==> config.mk <==
export PLATFORM = sky130hd
export DESIGN_NAME = load_store_unit_flat
export DESIGN_NICKNAME = d
export VERILOG_FILES = /design/src/rtl/load_store_unit_if.sv /design/src/rtl/load_store_unit.sv /design/src/flat_wrapper.sv
export SDC_FILE = /design/constraint.sdc
export NUM_CORES = 1
export LEC_CHECK = 0
export ABC_AREA = 1
export BUFFER_PORTS_ARGS = -buffer_cell sky130_fd_sc_hd__buf_4
export CAP_MARGIN = 20
export CORE_MARGIN = 2
export CORE_UTILIZATION = 57
export DETAILED_ROUTE_END_ITERATION = 10
export GPL_ROUTABILITY_DRIVEN = 0
export PLACE_DENSITY = 0.86
export SYNTH_ARGS = -nofsm -noshare
export SYNTH_HDL_FRONTEND = slang
export SYNTH_SLANG_ARGS = --single-unit
export TNS_END_PERCENT = 10
==> constraint.sdc <==
create_clock -name clk -period 5 [get_ports clk]
set_clock_uncertainty 0.2 [all_clocks]
set_input_delay 0 -clock clk [delete_from_list [all_inputs] [get_ports clk]]
set_output_delay 0 -clock clk [all_outputs]
set_load 0.005 [all_outputs]
==> src/rtl/load_store_unit_if.sv <==
// Core-side request/response handshake of the load/store unit.
// The master modport is the execute stage; the slave modport is the LSU.
interface load_store_unit_if;
  logic        req_valid;
  logic        req_ready;
  logic        req_write;
  logic [2:0]  req_funct3;
  logic [31:0] req_addr;
  logic [31:0] req_wdata;
  logic        resp_valid;
  logic [31:0] resp_rdata;
  logic        resp_err;

  modport master (
    output req_valid, req_write, req_funct3, req_addr, req_wdata,
    input  req_ready, resp_valid, resp_rdata, resp_err
  );

  modport slave (
    input  req_valid, req_write, req_funct3, req_addr, req_wdata,
    output req_ready, resp_valid, resp_rdata, resp_err
  );
endinterface

==> src/rtl/load_store_unit.sv <==
// RV32 load/store controller in front of a word-wide DataMem.
// Sub-word stores are done as read-modify-write; all outputs are registered.
module load_store_unit #(
  parameter int unsigned DEPTH = 1024
) (
  input  logic               clk,
  input  logic               rst_n,
  load_store_unit_if.slave   bus,
  output logic [31:0]        mem_addr,
  output logic [31:0]        mem_write_value,
  output logic               mem_write_enable,
  output logic               mem_read_enable,
  input  logic [31:0]        mem_read_value
);

  localparam int unsigned WORD_W = 32;
  localparam int unsigned HALF_W = 16;
  localparam int unsigned BYTE_W = 8;

  typedef enum logic [2:0] {IDLE, READ, WAIT, WRITE, RESP} state_t;

  state_t              state;
  logic                write_q;
  logic [2:0]          funct3_q;
  logic [1:0]          addr_lo_q;
  logic [HALF_W-1:0]   wdata_q;

  logic                f3_ok;
  logic                misaligned;
  logic                out_of_range;
  logic                legal;
  logic [BYTE_W-1:0]   lane_byte;
  logic [HALF_W-1:0]   lane_half;
  logic [WORD_W-1:0]   load_data;
  logic [WORD_W-1:0]   merge_word;

  // Legality of the request presented on the bus
  always_comb begin
    f3_ok = 1'b0;
    case (bus.req_funct3)
      3'b000, 3'b001, 3'b010: f3_ok = 1'b1;
      3'b100, 3'b101:         f3_ok = !bus.req_write;
      default:                f3_ok = 1'b0;
    endcase
    misaligned   = ((bus.req_funct3[1:0] == 2'b01) && bus.req_addr[0]) ||
                   ((bus.req_funct3[1:0] == 2'b10) && (bus.req_addr[1:0] != 2'b00));
    out_of_range = bus.req_addr >= 32'(DEPTH);
    legal        = f3_ok && !misaligned && !out_of_range;
  end

  // Lane extraction for loads and lane merge for sub-word stores
  always_comb begin
    lane_byte  = mem_read_value[{addr_lo_q, 3'b000} +: BYTE_W];
    lane_half  = mem_read_value[{addr_lo_q[1], 4'b0000} +: HALF_W];
    load_data  = '0;
    case (funct3_q)
      3'b000:  load_data = {{(WORD_W-BYTE_W){lane_byte[BYTE_W-1]}}, lane_byte};
      3'b001:  load_data = {{(WORD_W-HALF_W){lane_half[HALF_W-1]}}, lane_half};
      3'b010:  load_data = mem_read_value;
      3'b100:  load_data = {{(WORD_W-BYTE_W){1'b0}}, lane_byte};
      3'b101:  load_data = {{(WORD_W-HALF_W){1'b0}}, lane_half};
      default: load_data = '0;
    endcase
    merge_word = mem_read_value;
    if (funct3_q[1:0] == 2'b00)
      merge_word[{addr_lo_q, 3'b000} +: BYTE_W] = wdata_q[BYTE_W-1:0];
    else
      merge_word[{addr_lo_q[1], 4'b0000} +: HALF_W] = wdata_q;
  end

  always_ff @(posedge clk or negedge rst_n) begin
    if (!rst_n) begin
      state            <= IDLE;
      write_q          <= 1'b0;
      funct3_q         <= '0;
      addr_lo_q        <= '0;
      wdata_q          <= '0;
      bus.req_ready    <= 1'b1;
      bus.resp_valid   <= 1'b0;
      bus.resp_rdata   <= '0;
      bus.resp_err     <= 1'b0;
      mem_addr         <= '0;
      mem_write_value  <= '0;
      mem_write_enable <= 1'b0;
      mem_read_enable  <= 1'b0;
    end else begin
      bus.resp_valid   <= 1'b0;
      mem_write_enable <= 1'b0;
      mem_read_enable  <= 1'b0;
      case (state)
        IDLE: begin
          if (bus.req_valid) begin
            write_q       <= bus.req_write;
            funct3_q      <= bus.req_funct3;
            addr_lo_q     <= bus.req_addr[1:0];
            wdata_q       <= bus.req_wdata[HALF_W-1:0];
            bus.req_ready <= 1'b0;
            if (!legal) begin
              state          <= RESP;
              bus.resp_valid <= 1'b1;
              bus.resp_err   <= 1'b1;
              bus.resp_rdata <= '0;
            end else begin
              mem_addr <= {bus.req_addr[31:2], 2'b00};
              // Full-word stores skip the read phase
              if (bus.req_write && (bus.req_funct3 == 3'b010)) begin
                state            <= WRITE;
                mem_write_enable <= 1'b1;
                mem_write_value  <= bus.req_wdata;
              end else begin
                state           <= READ;
                mem_read_enable <= 1'b1;
              end
            end
          end
        end
        READ: state <= WAIT;
        WAIT: begin
          if (write_q) begin
            state            <= WRITE;
            mem_write_enable <= 1'b1;
            mem_write_value  <= merge_word;
          end else begin
            state          <= RESP;
            bus.resp_valid <= 1'b1;
            bus.resp_err   <= 1'b0;
            bus.resp_rdata <= load_data;
          end
        end
        WRITE: begin
          state          <= RESP;
          bus.resp_valid <= 1'b1;
          bus.resp_err   <= 1'b0;
          bus.resp_rdata <= '0;
        end
        RESP: begin
          state          <= IDLE;
          bus.req_ready  <= 1'b1;
          bus.resp_err   <= 1'b0;
          bus.resp_rdata <= '0;
        end
        default: begin
          state         <= IDLE;
          bus.req_ready <= 1'b1;
        end
      endcase
    end
  end

endmodule

==> src/flat_wrapper.sv <==
// flat-port wrapper written by rule: the top's interface ports become plain ports
module load_store_unit_flat 
#(
  parameter int unsigned DEPTH = 1024
)
  (clk, rst_n, mem_addr, mem_write_value, mem_write_enable, mem_read_enable, mem_read_value, bus_req_valid, bus_req_write, bus_req_funct3, bus_req_addr, bus_req_wdata, bus_req_ready, bus_resp_valid, bus_resp_rdata, bus_resp_err);
  load_store_unit_if bus_i ();
  input  logic clk;
  input  logic rst_n;
  output logic [31:0] mem_addr;
  output logic [31:0] mem_write_value;
  output logic mem_write_enable;
  output logic mem_read_enable;
  input  logic [31:0] mem_read_value;
  input wire logic [$bits(bus_i.req_valid)-1:0] bus_req_valid;
  input wire logic [$bits(bus_i.req_write)-1:0] bus_req_write;
  input wire logic [$bits(bus_i.req_funct3)-1:0] bus_req_funct3;
  input wire logic [$bits(bus_i.req_addr)-1:0] bus_req_addr;
  input wire logic [$bits(bus_i.req_wdata)-1:0] bus_req_wdata;
  output wire logic [$bits(bus_i.req_ready)-1:0] bus_req_ready;
  output wire logic [$bits(bus_i.resp_valid)-1:0] bus_resp_valid;
  output wire logic [$bits(bus_i.resp_rdata)-1:0] bus_resp_rdata;
  output wire logic [$bits(bus_i.resp_err)-1:0] bus_resp_err;
  assign bus_i.req_valid = bus_req_valid;
  assign bus_i.req_write = bus_req_write;
  assign bus_i.req_funct3 = bus_req_funct3;
  assign bus_i.req_addr = bus_req_addr;
  assign bus_i.req_wdata = bus_req_wdata;
  assign bus_req_ready = bus_i.req_ready;
  assign bus_resp_valid = bus_i.resp_valid;
  assign bus_resp_rdata = bus_i.resp_rdata;
  assign bus_resp_err = bus_i.resp_err;
  load_store_unit #(.DEPTH(DEPTH)) u_core (.clk(clk), .rst_n(rst_n), .bus(bus_i), .mem_addr(mem_addr), .mem_write_value(mem_write_value), .mem_write_enable(mem_write_enable), .mem_read_enable(mem_read_enable), .mem_read_value(mem_read_value));
endmodule
* After elaboration in Yosys (flattened, before gate mapping)
Index checks and enable logic that the tools add are counted.
Widths: inputs -> output; s select.
** Word-level totals
- Flip-flop bits (word level) :: 124
- Latch bits :: 0
- RAM bits :: 0
- Memory bits (read-only) :: 0
- Input port bits :: 103
- Output and inout port bits :: 101
- Word-level logic and storage cells :: 106
- Memories :: 0
** Cells by class
- $add $sub $neg :: 2
- $mul :: 0
- Divide/modulo/power cells :: 0
- Order comparisons :: 1
- Equal/unequal tests :: 20
- Shift operators :: 6
- Muxes and demuxes :: 38
- Bitwise logic cells :: 1
- Reductions and logical operators :: 25
** Operators with widths (count)
- $mux 32 :: 8
- $pmux 32 s5 :: 1
- $pmux 32 s3 :: 1
- $bwmux 32 :: 2
- $pmux 32 s2 :: 1
- $ge 32x11->1 const B :: 1
- $shift 16x7->32 const A :: 1
- $shift 8x7->32 const A :: 1
- $shiftx 16x7->32 :: 1
- $shiftx 32x6->16 :: 1
- $shiftx 32x6->8 :: 1
- $shiftx 8x7->32 :: 1
- $eq 3x3->1 const B :: 5
- $mux 1 :: 15
- $neg 5->7 :: 2
- $eq 3x2->1 const B :: 4
- $pmux 3 s4 :: 1
- $eq 3x1->1 const B :: 3
- $logic_not 3->1 :: 3
- $mux 3 :: 3
- $ne 2x1->1 const B :: 3
- $ne 2x2->1 const B :: 3
- $pmux 1 s2 :: 3
- $pmux 1 s3 :: 2
- other kinds (16) :: 26

* Logic depth before layout (Yosys ltp)
Gate-level depths: netlist of the first run.
- Depth in word-level cells :: 9
- Depth in mapped cells :: 12
- Depth with buffers taken out :: 11

* Worst setup path before layout of the first run
Ideal clock, no wire load.
- Kind :: register to register
- Start :: reg u_core.addr_lo_q[1]
- End :: reg u_core.mem_write_value[8]
- Library setup time :: 65 ps
- Data arrival time :: 1915 ps
- Required time :: 4735 ps
- Slack :: 2820 ps
- Cell stages (with the launch flop) :: 11
- Clock period less this slack :: 2180 ps
- Path through :: dfrtp_1 inv_1 buf_1 ha_1 clkbuf_1 nand2_1 o22ai_1 nor2_1 o21ai_0 nand2_1 nand2_1
** On the way
- Longest elaborated chain between the ends :: 6
- Elaborated cells on any way between the ends :: 11
** RTL lines
- start, declared :: RTL line load_store_unit.sv:25 : logic [1:0] addr_lo_q;
- start signal, assigned :: RTL line load_store_unit.sv:95 : addr_lo_q <= bus.req_addr[1:0];
- $neg 5->7 (on tied branches) :: RTL line load_store_unit.sv:68, load_store_unit.sv:66
- $shiftx 16x7->32 (tied with other cells) :: RTL line load_store_unit.sv:68 : merge_word[{addr_lo_q[1], 4'b0000} +: HALF_W] = wdata_q;
- $bwmux 32 (on tied branches) :: RTL line load_store_unit.sv:68, load_store_unit.sv:66
- $mux 32 (*) :: RTL line load_store_unit.sv:65 : if (funct3_q[1:0] == 2'b00)
- $mux 32 (*) :: RTL line load_store_unit.sv:119 : if (write_q) begin
- $pmux 32 s2 (*) :: RTL line load_store_unit.sv:90 : case (state)
- end signal, assigned :: RTL line load_store_unit.sv:109 : mem_write_value <= bus.req_wdata;
- end signal, assigned :: RTL line load_store_unit.sv:122 : mem_write_value <= merge_word;
- end, declared :: RTL line load_store_unit.sv:10 : output logic [31:0] mem_write_value,
Mark *: on every way between the ends. The rest lies on a longest branch, timed or not. The select of a mux whose other input is x is not followed.
A chain may end at the register's enable or synchronous reset.

* Worst setup path after layout of the first run
- Start :: in bus_req_addr[24]
- End :: reg u_core.mem_addr[9]
** On the way
- Longest elaborated chain between the ends :: 4
** RTL lines
- start, declared :: RTL line flat_wrapper.sv:18 : input wire logic [$bits(bus_i.req_addr)-1:0] bus_req_addr;
- $ge 32x11->1 :: RTL line load_store_unit.sv:47 : out_of_range = bus.req_addr >= 32'(DEPTH);
- $logic_not 1->1 :: RTL line load_store_unit.sv:48 : legal = f3_ok && !misaligned && !out_of_range;
- $logic_and 1x1->1 :: RTL line load_store_unit.sv:48
- $reduce_and 3->1 (no line)
- end signal, assigned :: RTL line load_store_unit.sv:104 : mem_addr <= {bus.req_addr[31:2], 2'b00};
- end, declared :: RTL line load_store_unit.sv:9 : output logic [31:0] mem_addr,
Every way passes these cells.

==> results.tsv, run 1 <==
metric	value	unit
status	complete, no violations	
syn_area	0.007252	mm^2
portBuffers	201	
final_max_slew_viol_count	0	
grt_pass1_wl	40580	um
rsz0062_at_grt	no	
setup_viol	0	
cp_data_arrival_time	4.87	ns
grt_pass1_vias	8267	
timing.fmax	209.6	MHz
synth_cell_type_count	32	
cts_buffers	17	
final_nets	1431	
fin_tns_setup	0	ns
grt_overflow_total	0	
combPwrFrac	0.210	
total_power	3180	uW
wire_per_inst	17.29	um
swShare	0.2932	
grt_max_degree	81	
htreeDepth	4	
drtAntennaViolNets	0	
required	5.09	ns
cts_setup_buffers	0	
ir_drop	246.7	uV
initial_core_util	0.5794	
remaining_drc_errors	0	
p_switching	932.6	uW
seqPwrFrac	0.354	
layout-area-overhead-vs-synth	43.18	%
drt-total-wl	26080	um
dp_hpwl	15060	um
max-slew-margin-rel	0.3115	
cts_root_buf	clkbuf_16	
num-fill-cells	789	
final_common_cell	nand2_1	
dieArea	0.01364	mm^2
seq_area_frac_synth	0.4281	
die_h	116.8	um
syn_inst	1059	
vias	8540	
hold_class	in2reg	
hold_viol_final	0	
die_x	116.8	um
clkPwrFrac	0.436	
num_antenna_cells	0	
drive_above_1_share	0.1931	
viasPerCell	5.663	
crit_type	in2reg	
dr.pass1.iters	6	
synth-seq-cells	124	
clkTransAtPathRegs	0.06	ns
grt_usage	0.3859	
clock_sinks	124	
yosys_warnings	0	
cts_buffer_depth	2	
period_share	0.9543	
ioPinCount	204	
layout_common_cells	nand2_1, buf_4, dfrtp_1	
rows	41	
syn_avg_cell_area	6.848	um^2
cp-start-kind	input pin	
tightest_slew	1.032	ns
p_per_area	306.3	mW/mm^2
coreArea	0.01252	mm^2
p_int	2248	uW
drt_iter0_drc	1210	
endpoint_kind	register	
path_max_fanout	30	
p_leak	0.005582	uW
maxCapViolCount	0	
fin_crit	4.771	ns
cts_tree	built	
insertion_delay	0.43	ns
antenna_found_initial	0	
worst paths after layout:
check                           cells past startpoint  slack (ns)                                     end                            start
worst max-delay path                               16        0.23          u_core.mem_addr[9]$_DFFE_PN0P_                 bus_req_addr[24]
worst min-delay path                                7        0.02   u_core.bus.resp_rdata[23]$_DFFE_PN0P_               mem_read_value[23]
worst max register to register                     11        1.24  u_core.mem_write_value[28]$_DFFE_PN0P_  u_core.addr_lo_q[1]$_DFFE_PN0P_
worst min register to register                      2        0.27         u_core.mem_addr[19]$_DFFE_PN0P_  u_core.mem_addr[19]$_DFFE_PN0P_
max in group asynchronous                           4        3.26         u_core.mem_addr[28]$_DFFE_PN0P_                            rst_n
min in group asynchronous                           4        0.44              u_core.write_q$_DFFE_PN0P_                            rst_n
kinds of logic (layout without fill, tap and decap cells):
logic type                 count (synthesis)  after routing  share of synthesized area
adders and majority gates                  5              5                   0.008627
buffers and inverters                    163            439                    0.09731
and+or+nand+nor                          571            571                     0.3233
other                                      1              2                  0.0005171
DFF                                      124            124                     0.4281
AOI/OAI and AO/OA                        195            195                     0.1422
repair_timing:
item                       4_1_cts  5_1_grt
gates resized for setup          0        1
hold buffers                   101        0
setup endpoints to repair        0       33
hold endpoints to repair       143        0
through the flow:
step | cell area [um^2] | cells | worst slack (ns) | hold WS (ns) | utilization
after floorplan | 7256 | 1060 | 2.820 | -0.4956 | -
after global placement | 8691 | 1375 | 1.877 | -0.1261 | 0.6943
after detailed placement | 8691 | 1375 | 1.802 | -0.1191 | 0.6943
after CTS | 10380 | 1508 | 0.4012 | 0.0004131 | 0.8290
after global routing | 10380 | 1508 | 0.009598 | 0.03254 | 0.8296
final | 10380 | 1508 | 0.2285 | 0.02339 | 0.8296
worst max-delay path, cell delays in order:
cell           delay (ns)
dlygate4sd3_1        0.53
buf_4                0.13
nor2_1               0.07
dlygate4sd3_1        0.55
nand2_1              0.05
dlygate4sd3_1        0.56
nor2_1               0.13
dlygate4sd3_1        0.58
nand2_1              0.07
dlygate4sd3_1        0.58
nor2_2               0.19
nand2_2              0.14
inv_2                0.17
nand2_1              0.61
nand2_1              0.38
nand2_1              0.14
final cells by class:
cell class	instances	area (um^2)	area share
Multi-Input combinational cell	773	3453	0.3326
Clock inverter	13	214.0	0.02060
Sequential cell	124	3105	0.2991
Inverter	100	377.9	0.03639
Timing Repair Buffer	307	2575	0.2480
Tap cell	172	215.2	0.02073
Clock buffer	19	442.9	0.04266
cell usage after synthesis:
master | n | area share
a21boi_0 | 1 | 0.0010
a21oi_1 | 56 | 0.039
a31oi_1 | 3 | 0.0026
buf_1 | 3 | 0.0016
buf_2 | 19 | 0.013
buf_4 | 8 | 0.0083
buf_6 | 5 | 0.0078
clkbuf_1 | 28 | 0.014
clkinv_1 | 2 | 0.0010
conb_1 | 1 | 0.00052
dfrtp_1 | 123 | 0.42
dfstp_2 | 1 | 0.0036
ha_1 | 5 | 0.0086
inv_1 | 92 | 0.048
inv_2 | 5 | 0.0026
inv_4 | 1 | 0.00086
nand2_1 | 407 | 0.21
nand2_2 | 2 | 0.0017
nand3_1 | 38 | 0.026
nand3_2 | 4 | 0.0055
nand4_1 | 34 | 0.029
nor2_1 | 78 | 0.040
nor2_2 | 3 | 0.0026
nor2_4 | 2 | 0.0031
nor3_1 | 1 | 0.00069
nor3_4 | 1 | 0.0022
o211ai_1 | 13 | 0.013
o21a_1 | 1 | 0.0010
o21ai_0 | 104 | 0.072
o21ai_1 | 6 | 0.0041
o22ai_1 | 11 | 0.0095
or2_1 | 1 | 0.00086
flip-flops by register name (all words and copies together) (netlist names), 2 cells and up:
register                flops
u_core.bus.resp_rdata      32
u_core.mem_write_value     32
u_core.mem_addr            30
u_core.wdata_q             16
u_core.funct3_q             3
u_core.state                3
u_core.addr_lo_q            2
power by group through the flow:
stage          registers [uW]  logic [uW]  clock network, uW
2_1_floorplan            1130         343                  0
3_3_place_gp             1130         558                  0
3_5_place_dp             1140         570                  0
4_1_cts                  1120         634               1380
5_1_grt                  1130         733               1430
6_report                 1130         667               1390
per-layer routing:
layer	part of all wire	vias to the layer above	routed length, um	GRT usage
met3	0.096	107	2492	0.09114
met4	0.040	0	1042	0.1875
met2	0.50	563	13020	0.6547
met1	0.37	3960	9518	0.4635
met5	0	-	0	0
li1	-	3910	-	-
Note: power is estimated with default switching activity, not from simulation.
==> run 2: changes to the inputs <==
--- a/config.mk
+++ b/config.mk
@@ -8,7 +8,7 @@
 export ABC_AREA = 1
 export BUFFER_PORTS_ARGS = -buffer_cell sky130_fd_sc_hd__buf_4
 export CAP_MARGIN = 20
-export CORE_MARGIN = 2
+export CORE_MARGIN = 5
 export CORE_UTILIZATION = 57
 export DETAILED_ROUTE_END_ITERATION = 10
 export GPL_ROUTABILITY_DRIVEN = 0
==> run 2 against run 1 <==
Net effect:
- flip-flop and latch count stayed put
- final cell count is essentially flat
- largest power group unchanged
- critical path depth shrank 2
- global-route usage decreased by 3.7 points
- non-clock buffer count grew 1
- sequential power hardly changed
- critical path type unchanged
- register-to-register slack barely moved
- first-iteration DRC count is 3.1% higher
- sequential share of layout area up 0.24 points
- die area rose by 11%
- combinational power down 0.7%
==> results.tsv, run 2 (same netlist as run 1, synthesis figures left out) <==
metric	value	unit	change
drtAntennaViolNets	0		unchanged
cts_buffer_depth	2		unchanged
use_met2	0.6013		-0.05342
fin_tns_setup	0	ns	unchanged
crit_path_top_delay_cell	dlygate4sd3_1		
num_antenna_cells	0		unchanged
initial_core_util	0.5770		-0.002365
die_x	122.8	um	+5.1%
hold_viol_final	0		unchanged
hold-worst-slack	0.02413	ns	+0.0007413 ns
dr.pass1.iters	8		+2
hold_class	in2reg		
cp-start-kind	input pin		
clkTransAtPathRegs	0.07	ns	about the same
cts_buffers	17		unchanged
max-slew-margin-rel	0.3272		+0.01571
die_h	122.8	um	+5.1%
final_max_slew_viol_count	0		unchanged
drive_above_1_share	0.1937		+0.0006035
cp_slowest_stage_delay	0.60	ns	about the same
rsz0062_at_grt	no		
antenna_found_initial	0		unchanged
use_met1	0.4188		-0.04476
drt_iter0_drc	1247		+3.1%
portBuffers	201		unchanged
crit_path_frequent_cell	dlygate4sd3_1		
path_max_fanout	35		+17%
grt_max_degree	81		unchanged
cts_root_buf	clkbuf_16		
insertion_delay	0.43	ns	about the same
setup_viol	0		unchanged
clock_sinks	124		unchanged
grt_usage	0.3491		-0.03679
final_common_cell	nand2_1		
crit_type	in2reg		
layout_common_cells	nand2_1, buf_4, dfrtp_1		
grt_busiest_layer	met2		
reg_top3	u_core.bus.resp_rdata: 32 flops, u_core.mem_write_value: 32 flops, u_core.mem_addr: 30 flops		
tightest_slew	1.008	ns	-0.02354 ns
endpoint_kind	register		
ir_drop	202.5	uV	-18%
maxCapViolCount	0		unchanged
r2r-start	u_core.addr_lo_q[1]$_DFFE_PN0P_		
num-fill-cells	777		-1.5%
cp_data_arrival_time	4.90	ns	+0.03 ns
layout-area-overhead-vs-synth	42.06	%	
timing.fmax	211.6	MHz	+0.98%
cts_tree	built		
remaining_drc_errors	0		unchanged
grt_use_met3	0.07512		-0.01603
dieArea	0.01508	mm^2	+11%
grt_pass1_vias	8141		-1.5%
drt-total-wl	26110	um	+0.13%
dp_hpwl	15590	um	+3.5%
htreeDepth	4		unchanged
grt_overflow_total	0		unchanged
grt_pass1_wl	40790	um	+0.53%
timing.critical_path.from	bus_req_addr[13]		
ioPinCount	204		unchanged
final_nets	1432		+0.070%
p_leak	0.005532	uW	-0.88%
vias	8543		+0.035%
wire_per_inst	17.30	um	about the same
cts_setup_buffers	0		unchanged
required	5.17	ns	+0.08 ns
worstHoldStart	mem_read_value[17]		
cp_cell_sequence	dlygate4sd3_1 -> buf_4 -> nor2_1 -> dlygate4sd3_1 -> nand2_1 -> dlygate4sd3_1 -> nor2_1 -> dlygate4sd3_1 -> nand2_1 -> dlygate4sd3_1 -> nor2_2 -> nand3_2 -> nor3_1 -> dlygate4sd3_1		
fin_crit	4.725	ns	-0.04625 ns
final_area	0.01030	mm^2	-0.78%
p_per_area	290.8	mW/mm^2	-5.1%
post_dp_cell_area	0.008691	mm^2	unchanged
viasPerCell	5.661		about the same
status	complete, no violations		
rows	41		unchanged
coreArea	0.01257	mm^2	+0.41%
period_share	0.9450		-0.009250
[run 2: path summary, 6_finish.rpt]
check / depth (start not counted) / slack [ns] / endpoint
max: 14 / 0.27 / u_core.mem_read_enable$_DFF_PN0_
min: 7 / 0.02 / u_core.bus.resp_rdata[17]$_DFFE_PN0P_
max reg2reg: 11 / 1.25 / u_core.mem_write_value[27]$_DFFE_PN0P_
min reg2reg: 2 / 0.27 / u_core.mem_addr[22]$_DFFE_PN0P_
max in group asynchronous: 5 / 2.91 / u_core.bus.resp_rdata[28]$_DFFE_PN0P_
min in group asynchronous: 3 / 0.43 / u_core.mem_write_value[2]$_DFFE_PN0P_
[run 2: layer usage]
layer,share of wire,vias up
li1,-,3917
met1,0.36,3962
met2,0.50,546
met3,0.095,118
met4,0.044,0
met5,0,-
[run 2: layout make-up]
cell class | instances | area [um^2] | share of cell area
multi-input combinational | 773 | 3453 | 0.3352
sequential | 124 | 3105 | 0.3014
timing repair buffer | 308 | 2577 | 0.2502
clock buffer | 18 | 439.2 | 0.04263
inverter | 100 | 377.9 | 0.03668
tap | 172 | 215.2 | 0.02089
clock inverter | 14 | 133.9 | 0.01299
[run 2: metrics by stage]
step,worst slack [ns],utilization,cells,total power [uW]
floorplan,2.820,-,1060,1473
global placement,1.907,0.6915,1375,1694
detailed placement,1.836,0.6915,1375,1707
CTS,0.4396,0.8167,1507,2949
global route,0.08785,0.8197,1509,3116
finish,0.2748,0.8197,1509,2996
[run 2: critical path, delay by kind of cell]
kind	cells	cell delay (ns)
buffers and inverters	7	3.53
AND/OR/NAND/NOR	7	1.35
[run 2: power by group]
part / internal (uW) / total, uW / switching, uW
clock: 704 / 1210 / 504
sequential: 1070 / 1130 / 52.9
combinational: 274 / 662 / 388
[run 2: what timing repair did]
item | 4_1_cts | 5_1_grt
hold endpoints to repair | 170 | 38
hold buffers | 100 | 1
setup endpoints to repair | 0 | 9
resized for setup | 0 | 1
